## src/rtl/jtag_tap_responder.sv

```systemverilog
// JTAG TAP responder running entirely in the pclk domain: TCK/TMS/TDI/TRSTn are
// oversampled, and the IR, BYPASS, IDCODE and a 32-bit user DR are served from them.
module jtag_tap_responder #(
  parameter int                  IR_WIDTH    = 5,
  parameter logic [31:0]         IDCODE_VAL  = 32'h1000_0DB3,
  parameter logic [IR_WIDTH-1:0] IDCODE_IR   = IR_WIDTH'(5'h01),
  parameter logic [IR_WIDTH-1:0] USER_IR     = IR_WIDTH'(5'h10),
  parameter int                  SYNC_STAGES = 2
) (
  input  logic                pclk_i,
  input  logic                prst_i,
  input  logic                tck_i,
  input  logic                tms_i,
  input  logic                tdi_i,
  input  logic                trstn_i,
  output logic                tdo_o,
  output logic                tdo_oe_o,
  output logic [3:0]          tap_state_o,
  output logic [IR_WIDTH-1:0] ir_o,
  input  logic [31:0]         user_capture_i,
  output logic [31:0]         user_dr_o,
  output logic                user_update_o
);

  typedef enum logic [3:0] {
    TLR      = 4'hF, RTI      = 4'hC, SEL_DR   = 4'h7, CAP_DR   = 4'h6,
    SH_DR    = 4'h2, EX1_DR   = 4'h1, PAUSE_DR = 4'h3, EX2_DR   = 4'h0,
    UPD_DR   = 4'h5, SEL_IR   = 4'h4, CAP_IR   = 4'hE, SH_IR    = 4'hA,
    EX1_IR   = 4'h9, PAUSE_IR = 4'hB, EX2_IR   = 4'h8, UPD_IR   = 4'hD
  } tap_state_e;

  function automatic tap_state_e tap_next(input tap_state_e st, input logic tms);
    case (st)
      TLR:      tap_next = tms ? TLR      : RTI;
      RTI:      tap_next = tms ? SEL_DR   : RTI;
      SEL_DR:   tap_next = tms ? SEL_IR   : CAP_DR;
      CAP_DR:   tap_next = tms ? EX1_DR   : SH_DR;
      SH_DR:    tap_next = tms ? EX1_DR   : SH_DR;
      EX1_DR:   tap_next = tms ? UPD_DR   : PAUSE_DR;
      PAUSE_DR: tap_next = tms ? EX2_DR   : PAUSE_DR;
      EX2_DR:   tap_next = tms ? UPD_DR   : SH_DR;
      UPD_DR:   tap_next = tms ? SEL_DR   : RTI;
      SEL_IR:   tap_next = tms ? TLR      : CAP_IR;
      CAP_IR:   tap_next = tms ? EX1_IR   : SH_IR;
      SH_IR:    tap_next = tms ? EX1_IR   : SH_IR;
      EX1_IR:   tap_next = tms ? UPD_IR   : PAUSE_IR;
      PAUSE_IR: tap_next = tms ? EX2_IR   : PAUSE_IR;
      EX2_IR:   tap_next = tms ? UPD_IR   : SH_IR;
      UPD_IR:   tap_next = tms ? SEL_DR   : RTI;
      default:  tap_next = TLR;
    endcase
  endfunction

  // Bit order in each synchroniser stage: {trstn, tdi, tms, tck}.
  logic [3:0]          sync_q [SYNC_STAGES];
  logic                tck_dly_q;
  logic                tck_s, tms_s, tdi_s, trstn_s, rise_s, fall_s;
  logic                user_sel_s, idcode_sel_s;
  tap_state_e          state_q, state_d;
  logic [IR_WIDTH-1:0] ir_q, ir_shift_q;
  logic [31:0]         dr_shift_q, user_dr_q;
  logic                bypass_q, tdo_q, tdo_oe_q, user_update_q;

  // Pin synchroniser chain plus the delayed TCK used for edge detection.
  always_ff @(posedge pclk_i) begin
    if (prst_i) begin
      for (int i = 0; i < SYNC_STAGES; i++) sync_q[i] <= 4'b1000;
      tck_dly_q <= 1'b0;
    end else begin
      sync_q[0] <= {trstn_i, tdi_i, tms_i, tck_i};
      for (int i = 1; i < SYNC_STAGES; i++) sync_q[i] <= sync_q[i-1];
      tck_dly_q <= sync_q[SYNC_STAGES-1][0];
    end
  end

  // Edge detect, opcode decode and next TAP state.
  always_comb begin
    tck_s        = sync_q[SYNC_STAGES-1][0];
    tms_s        = sync_q[SYNC_STAGES-1][1];
    tdi_s        = sync_q[SYNC_STAGES-1][2];
    trstn_s      = sync_q[SYNC_STAGES-1][3];
    rise_s       = tck_s & ~tck_dly_q;
    fall_s       = ~tck_s & tck_dly_q;
    user_sel_s   = (ir_q == USER_IR);
    idcode_sel_s = (ir_q == IDCODE_IR);
    state_d      = tap_next(state_q, tms_s);
  end

  // TAP controller: state, shift paths, TDO and update registers.
  always_ff @(posedge pclk_i) begin
    if (prst_i) begin
      state_q       <= TLR;
      ir_q          <= IDCODE_IR;
      ir_shift_q    <= '0;
      dr_shift_q    <= 32'h0000_0000;
      bypass_q      <= 1'b0;
      tdo_q         <= 1'b0;
      tdo_oe_q      <= 1'b0;
      user_dr_q     <= 32'h0000_0000;
      user_update_q <= 1'b0;
    end else begin
      user_update_q <= 1'b0;
      if (state_q == TLR) ir_q <= IDCODE_IR;
      if (!trstn_s) begin
        state_q  <= TLR;
        ir_q     <= IDCODE_IR;
        tdo_q    <= 1'b0;
        tdo_oe_q <= 1'b0;
      end else if (rise_s) begin
        case (state_q)
          CAP_IR: ir_shift_q <= IR_WIDTH'(2'b01);
          SH_IR:  ir_shift_q <= {tdi_s, ir_shift_q[IR_WIDTH-1:1]};
          CAP_DR: begin
            if (idcode_sel_s)    dr_shift_q <= IDCODE_VAL;
            else if (user_sel_s) dr_shift_q <= user_capture_i;
            else                 bypass_q   <= 1'b0;
          end
          SH_DR: begin
            if (idcode_sel_s || user_sel_s) dr_shift_q <= {tdi_s, dr_shift_q[31:1]};
            else                            bypass_q   <= tdi_s;
          end
          default: ;
        endcase
        state_q <= state_d;
      end else if (fall_s) begin
        if (state_q == SH_IR) begin
          tdo_q    <= ir_shift_q[0];
          tdo_oe_q <= 1'b1;
        end else if (state_q == SH_DR) begin
          tdo_q    <= (idcode_sel_s || user_sel_s) ? dr_shift_q[0] : bypass_q;
          tdo_oe_q <= 1'b1;
        end else begin
          tdo_q    <= 1'b0;
          tdo_oe_q <= 1'b0;
        end
        if (state_q == UPD_IR) ir_q <= ir_shift_q;
        if (state_q == UPD_DR && user_sel_s) begin
          user_dr_q     <= dr_shift_q;
          user_update_q <= 1'b1;
        end
      end
    end
  end

  assign tdo_o         = tdo_q;
  assign tdo_oe_o      = tdo_oe_q;
  assign tap_state_o   = state_q;
  assign ir_o          = ir_q;
  assign user_dr_o     = user_dr_q;
  assign user_update_o = user_update_q;

endmodule

```

## config.mk

```make
export PLATFORM = sky130hd
export DESIGN_NAME = jtag_tap_responder
export DESIGN_NICKNAME = d
export VERILOG_FILES = /design/src/rtl/jtag_tap_responder.sv
export SDC_FILE = /design/constraint.sdc
export NUM_CORES = 1
export LEC_CHECK = 0
export ABC_AREA = 1
export BUFFER_PORTS_ARGS = -buffer_cell sky130_fd_sc_hd__buf_4
export CORE_MARGIN = 1
export CORE_UTILIZATION = 50
export CTS_CLUSTER_DIAMETER = 200
export DETAILED_ROUTE_END_ITERATION = 12
export GPL_ROUTABILITY_DRIVEN = 0
export PLACE_DENSITY = 0.71
export SLEW_MARGIN = 20
export SYNTH_ARGS = -nofsm -noshare
export SYNTH_HDL_FRONTEND = slang
export SYNTH_SLANG_ARGS = --single-unit
```

## constraint.sdc

```tcl
create_clock -name pclk_i -period 4.69 [get_ports pclk_i]
set_input_delay 0.938 -clock pclk_i [delete_from_list [all_inputs] [get_ports pclk_i]]
set_output_delay 0.938 -clock pclk_i [all_outputs]
set_load 0.01 [all_outputs]
```

After elaboration in Yosys (flattened, before gate mapping)
Memories as Yosys holds them, arrays and structs flattened.
Cells that the tools add are included.
{"block": "classes", "muxes": 37, "eq_ne": 22, "n_bitwise": 9, "n_reduce_logical": 15}
{"op": "$mux 32", "n": 3}
{"op": "$pmux 32 s2", "n": 1}
{"op": "$pmux 4 s12", "n": 1}
{"op": "$eq 4x4->1 const B", "n": 8}
{"op": "$mux 5", "n": 4}
{"op": "$eq 4x3->1 const B", "n": 4}
{"op": "$mux 1", "n": 13}
{"op": "$mux 2", "n": 6}
{"op": "$mux 3", "n": 4}
{"op": "$mux 4", "n": 3}
{"op": "$pmux 5 s2", "n": 1}
{"op": "$eq 4x2->1 const B", "n": 2}
{"op": "$ne 2x2->1 const B", "n": 4}
{"op": "$reduce_and 6->1", "n": 1}
{"op": "$reduce_or 2->1", "n": 3}
{"op": "$eq 5x1->1 const B", "n": 1}
{"op": "$eq 5x5->1 const B", "n": 1}
{"op": "$not 1->1", "n": 5}
{"op": "$reduce_and 5->1", "n": 1}
{"op": "$eq 4x1->1 const B", "n": 1}
{"op": "$logic_not 4->1", "n": 1}
{"op": "$reduce_and 4->1", "n": 1}
{"op": "$reduce_bool 2->1", "n": 2}
{"op": "$reduce_or 4->1", "n": 1}
{"op": "9 further kinds", "n": 11}
{"block": "totals", "in_bits": 38, "ram_bits": 8, "word_cells": 94, "reg_bits": 83, "output_inout_bits": 44, "mem_count": 1}
{"name": "sync_q", "depth": 2, "word_bits": 4, "read_ports": 2, "rd_clocked_by_memory_dff": 0, "write_ports": 2, "line_no": "55", "rtl": "logic [3:0] sync_q [SYNC_STAGES];"}

Depth between registers and ports, before layout
{"block": "logic_depth", "depth_word": 5, "mapped_depth": 10, "mapped_depth_nobuf": 9}

Worst setup path after synthesis
OpenSTA, ideal clock, no wires.
{"block": "synth_timing", "path_kind": "input -> register", "from": "input port prst_i", "to": "register bypass_q", "required_time_ns": 4.626, "setup_time_ns": 0.064, "arrival_time_ns": 1.800, "stages": 6, "setup_slack_ns": 2.826, "n_path_buf": 3, "path_cell_list": "clkbuf_1 inv_1 clkbuf_1 buf_1 nand2_1 nor2_1"}
{"element": "start, declared", "line_no": "11", "rtl": "input logic prst_i,"}
{"element": "end signal, assigned", "line_no": "120", "rtl": "else bypass_q <= tdi_s;"}
{"element": "end, declared", "line_no": "62", "rtl": "logic bypass_q, tdo_q, tdo_oe_q, user_update_q;"}

Worst setup path in the final report
{"block": "layout_timing", "from": "register state_q[1] (netlist: tap_state_o[1])", "to": "register dr_shift_q[10]"}
{"block": "layout_via", "elab_chain_len": 3, "word_cells_on_any_way": 7, "classes_between": "4 x eq/ne; 1 x mux; 2 x reduce/logical"}
{"element": "start, declared", "line_no": "59", "rtl": "tap_state_e state_q, state_d;"}
{"element": "start signal, assigned", "line_no": "124", "rtl": "state_q <= state_d;"}
{"element": "$eq 4x3->1 or $eq 4x2->1 (tied branches)", "line_no": "110", "rtl": "case (state_q)"}
{"element": "$ne 3x3->1 (no source line) (tied with other cells)"}
{"element": "$reduce_and 5->1 (no source line)"}
{"element": "end signal, assigned", "line_no": "115", "rtl": "else if (user_sel_s) dr_shift_q <= user_capture_i;"}
{"element": "end signal, assigned", "line_no": "119", "rtl": "if (idcode_sel_s || user_sel_s) dr_shift_q <= {tdi_s, dr_shift_q[31:1]};"}
{"element": "end, declared", "line_no": "61", "rtl": "logic [31:0] dr_shift_q, user_dr_q;"}
Parallel ways exist; a longest one is shown, timed or not.
A chain may end at the register's enable or synchronous reset.

==> metrics.csv <==
metric,value,unit
status,completed,
CTS tree,yes,
die area,8540,um2
"Top cell by count, worst path",nand2_1,
Worst Clk Skew,8.84,ps
"Seq/Total Area, Yosys",44.6,%
fin crit share,49.2,%
post-synthesis cell area,4090,um2
max incr delay on CP,510,ps
Starting Density,52.3,%
sequential standard cell area,1820,um2
Hold WS,408,ps
wire length per cell,11.5,um
# IOs,82,
Area Growth Syn to Fin,19.0,%
post-synthesis xor/xnor area fraction,0,%
final hold viol count,0,
TritonCTS Buffers,9,
Yosys Warn Count,0,
Slew Limit Headroom,43.1,%
register bit total from synthesis,91,
Pwr Density,276,nW/um2
M1 WL,4.24,mm
multi-input logic area,1840,um2
largest family of logic cells by synthesized area,simple AND/OR/NAND/NOR gates,
Worst-Margin Slew,850,ps
critical-path maximum fanout,55,
DP Area,4680,um2
final net count,727,
Max Cap Viol,0,
"Net Count, Synth",662,
PostCTS Resize Cnt,0,
Port Buffers,81,
count of cell types in the netlist,24,
Final ANT Viol Nets,0,
initial antenna violation count,0,
Mapped Avg Cell Area,6.55,um2
"commonest non-fill, non-tap cell in the layout",nand2_1,
Crit-path slowest cell,nand2_2,
first-pass GRT wire length,16.1,mm
Routed WL,9.17,mm
vias per cell,4.89,
crit path kind,reg2reg,
cell row count,32,
vias in the first global route,3709,
gr usage total,23.1,%
largest net degree at the start of global routing,57,
layout cells sized above 1,16.1,%
RSZ-0062 raised after global routing,false,
post-CTS setup buffers,0,
fin crit period,2310,ps
initial DRC count,179,
Setup-failing EPs final,0,
Worst setup SP type,register,
Skew-Pair Late Insertion Delay,350,ps
DRC viols,0,
Root Driver,clkbuf_8,
HPWL after DPL,6.25,mm
met3 WL,492,um
Die W,92.4,um
"commonest non-fill, non-tap cells in the layout","nand2_1, nor2_1, dfxtp_1",
mux cell area share after synthesis,0,%
Fmax,0.433,GHz
"Reg clk slew, reported paths",80,ps
n_diodes,0,
final setup TNS,0,ps
Compound-Gate Fraction of Synth Area,9.12,%
first-pass detailed-route iteration total,5,
Setup crit end kind,register,
CP cell instances,inv_1 > nor2_2 > nand2_2 > inv_1 > nand2_1 > nand2_1 > nand2_1 > nand2_1 > nor2_1,
Crit path required time,4930,ps
Die Y,92.4,um
Synth Area in Adders,0,%
CP arrival,2540,ps
Met2 Routed Length,4.34,mm
GRT overflow,0,
Post-Syn Instances,624,
Worst Hold Class,reg2reg,
Slew Limit Fails,0,
static leakage,0.00223,uW
Core ar.,7810,um2
highest metal used,met4,
"IR drop worst, VDD",0.000166,V
deepest clock path buffer count,2,
vias after detailed routing,3892,
fill count,761,
post-route cell area,4860,um2
Hold Buf Count CTS,0,
clock sinks,91,
Synth Area in Simple Gates,35.8,%
htree depth,3,
-- report_power, final --
| group | switching [uW] | total [uW] | internal (uW) | leakage, uW |
|---|---|---|---|---|
| sequential | 5.64 | 783 | 777 | 0.000735 |
| combinational | 42.9 | 79.2 | 36.3 | 0.00141 |
| clock | 272 | 479 | 207 | 0.0000863 |
| total | 320 | 1340 | 1020 | 0.00223 |
-- cells in the mapped netlist (all sizes together) --
library cell	number	area [um2]
nor4	1	6.26
buf	14	108
nand3	47	235
nor3	4	31.3
a41oi	1	8.76
a31oi	1	6.26
nand2	155	587
nor2	149	577
o21ai	55	275
dfxtp	91	1820
nand4	2	12.5
inv	68	255
or2	2	12.5
a21oi	15	75.1
a21boi	1	7.51
clkbuf	18	67.6
-- worst max-delay path, delay by kind of cell, from the launching register on --
family | cells | cell delay (ps)
flops | 1 | 490
simple gates | 7 | 1060
buf+inv | 2 | 650
-- cells by family (layout without fill, tap and decap cells) --
logic type / count (synthesis) / after routing
buf+inv: 100 / 170
compound gates: 73 / 73
simple gates: 360 / 360
flops: 91 / 91
-- path summary, 6_finish.rpt --
check,startpoint,end,slack (ps),depth (start not counted)
worst min register to register,sync_q[0][2],sync_q[0][6],410,2
worst min-delay path,sync_q[0][2],sync_q[0][6],410,2
worst max register to register,tap_state_o[1],dr_shift_q[10],2380,9
worst max-delay path,tap_state_o[1],dr_shift_q[10],2380,9
-- stage by stage --
step / cells / util [%] / total power, uW / setup WS (ps)
floorplan: 624 / - / 843 / 2830
finish: 796 / 62.3 / 1340 / 2380
CTS: 796 / 62.2 / 1360 / 2370
global placement: 780 / 60.0 / 880 / 2460
global route: 796 / 62.3 / 1390 / 2040
detailed placement: 780 / 60.0 / 881 / 2380
-- sequential cells by signal, indices dropped and copies added (netlist names) --
register and cells:
dr_shift_q 32, user_dr_o 32, sync_q 8, ir_o 5, ir_shift_q 5, tap_state_o 4, bypass_q 1, tck_dly_q 1
tdo_o 1, tdo_oe_o 1, user_update_o 1
-- area by class of cell --
cell class,count,share of cell area [%]
Multi-Input combinational cell,433,37.8
Timing Repair Buffer,86,13.3
Clock inverter,4,0.541
Tap cell,102,2.63
Inverter,68,5.25
Clock buffer,12,2.99
Sequential cell,91,37.5
-- metal layers --
layer / up-vias / global-route usage (%)
met5: - / 0
met4: 0 / 6.12
met3: 12 / 4.84
met2: 109 / 41.4
met1: 1726 / 28.0
li1: 2045 / -
Note: power is estimated with default switching activity, not from simulation.
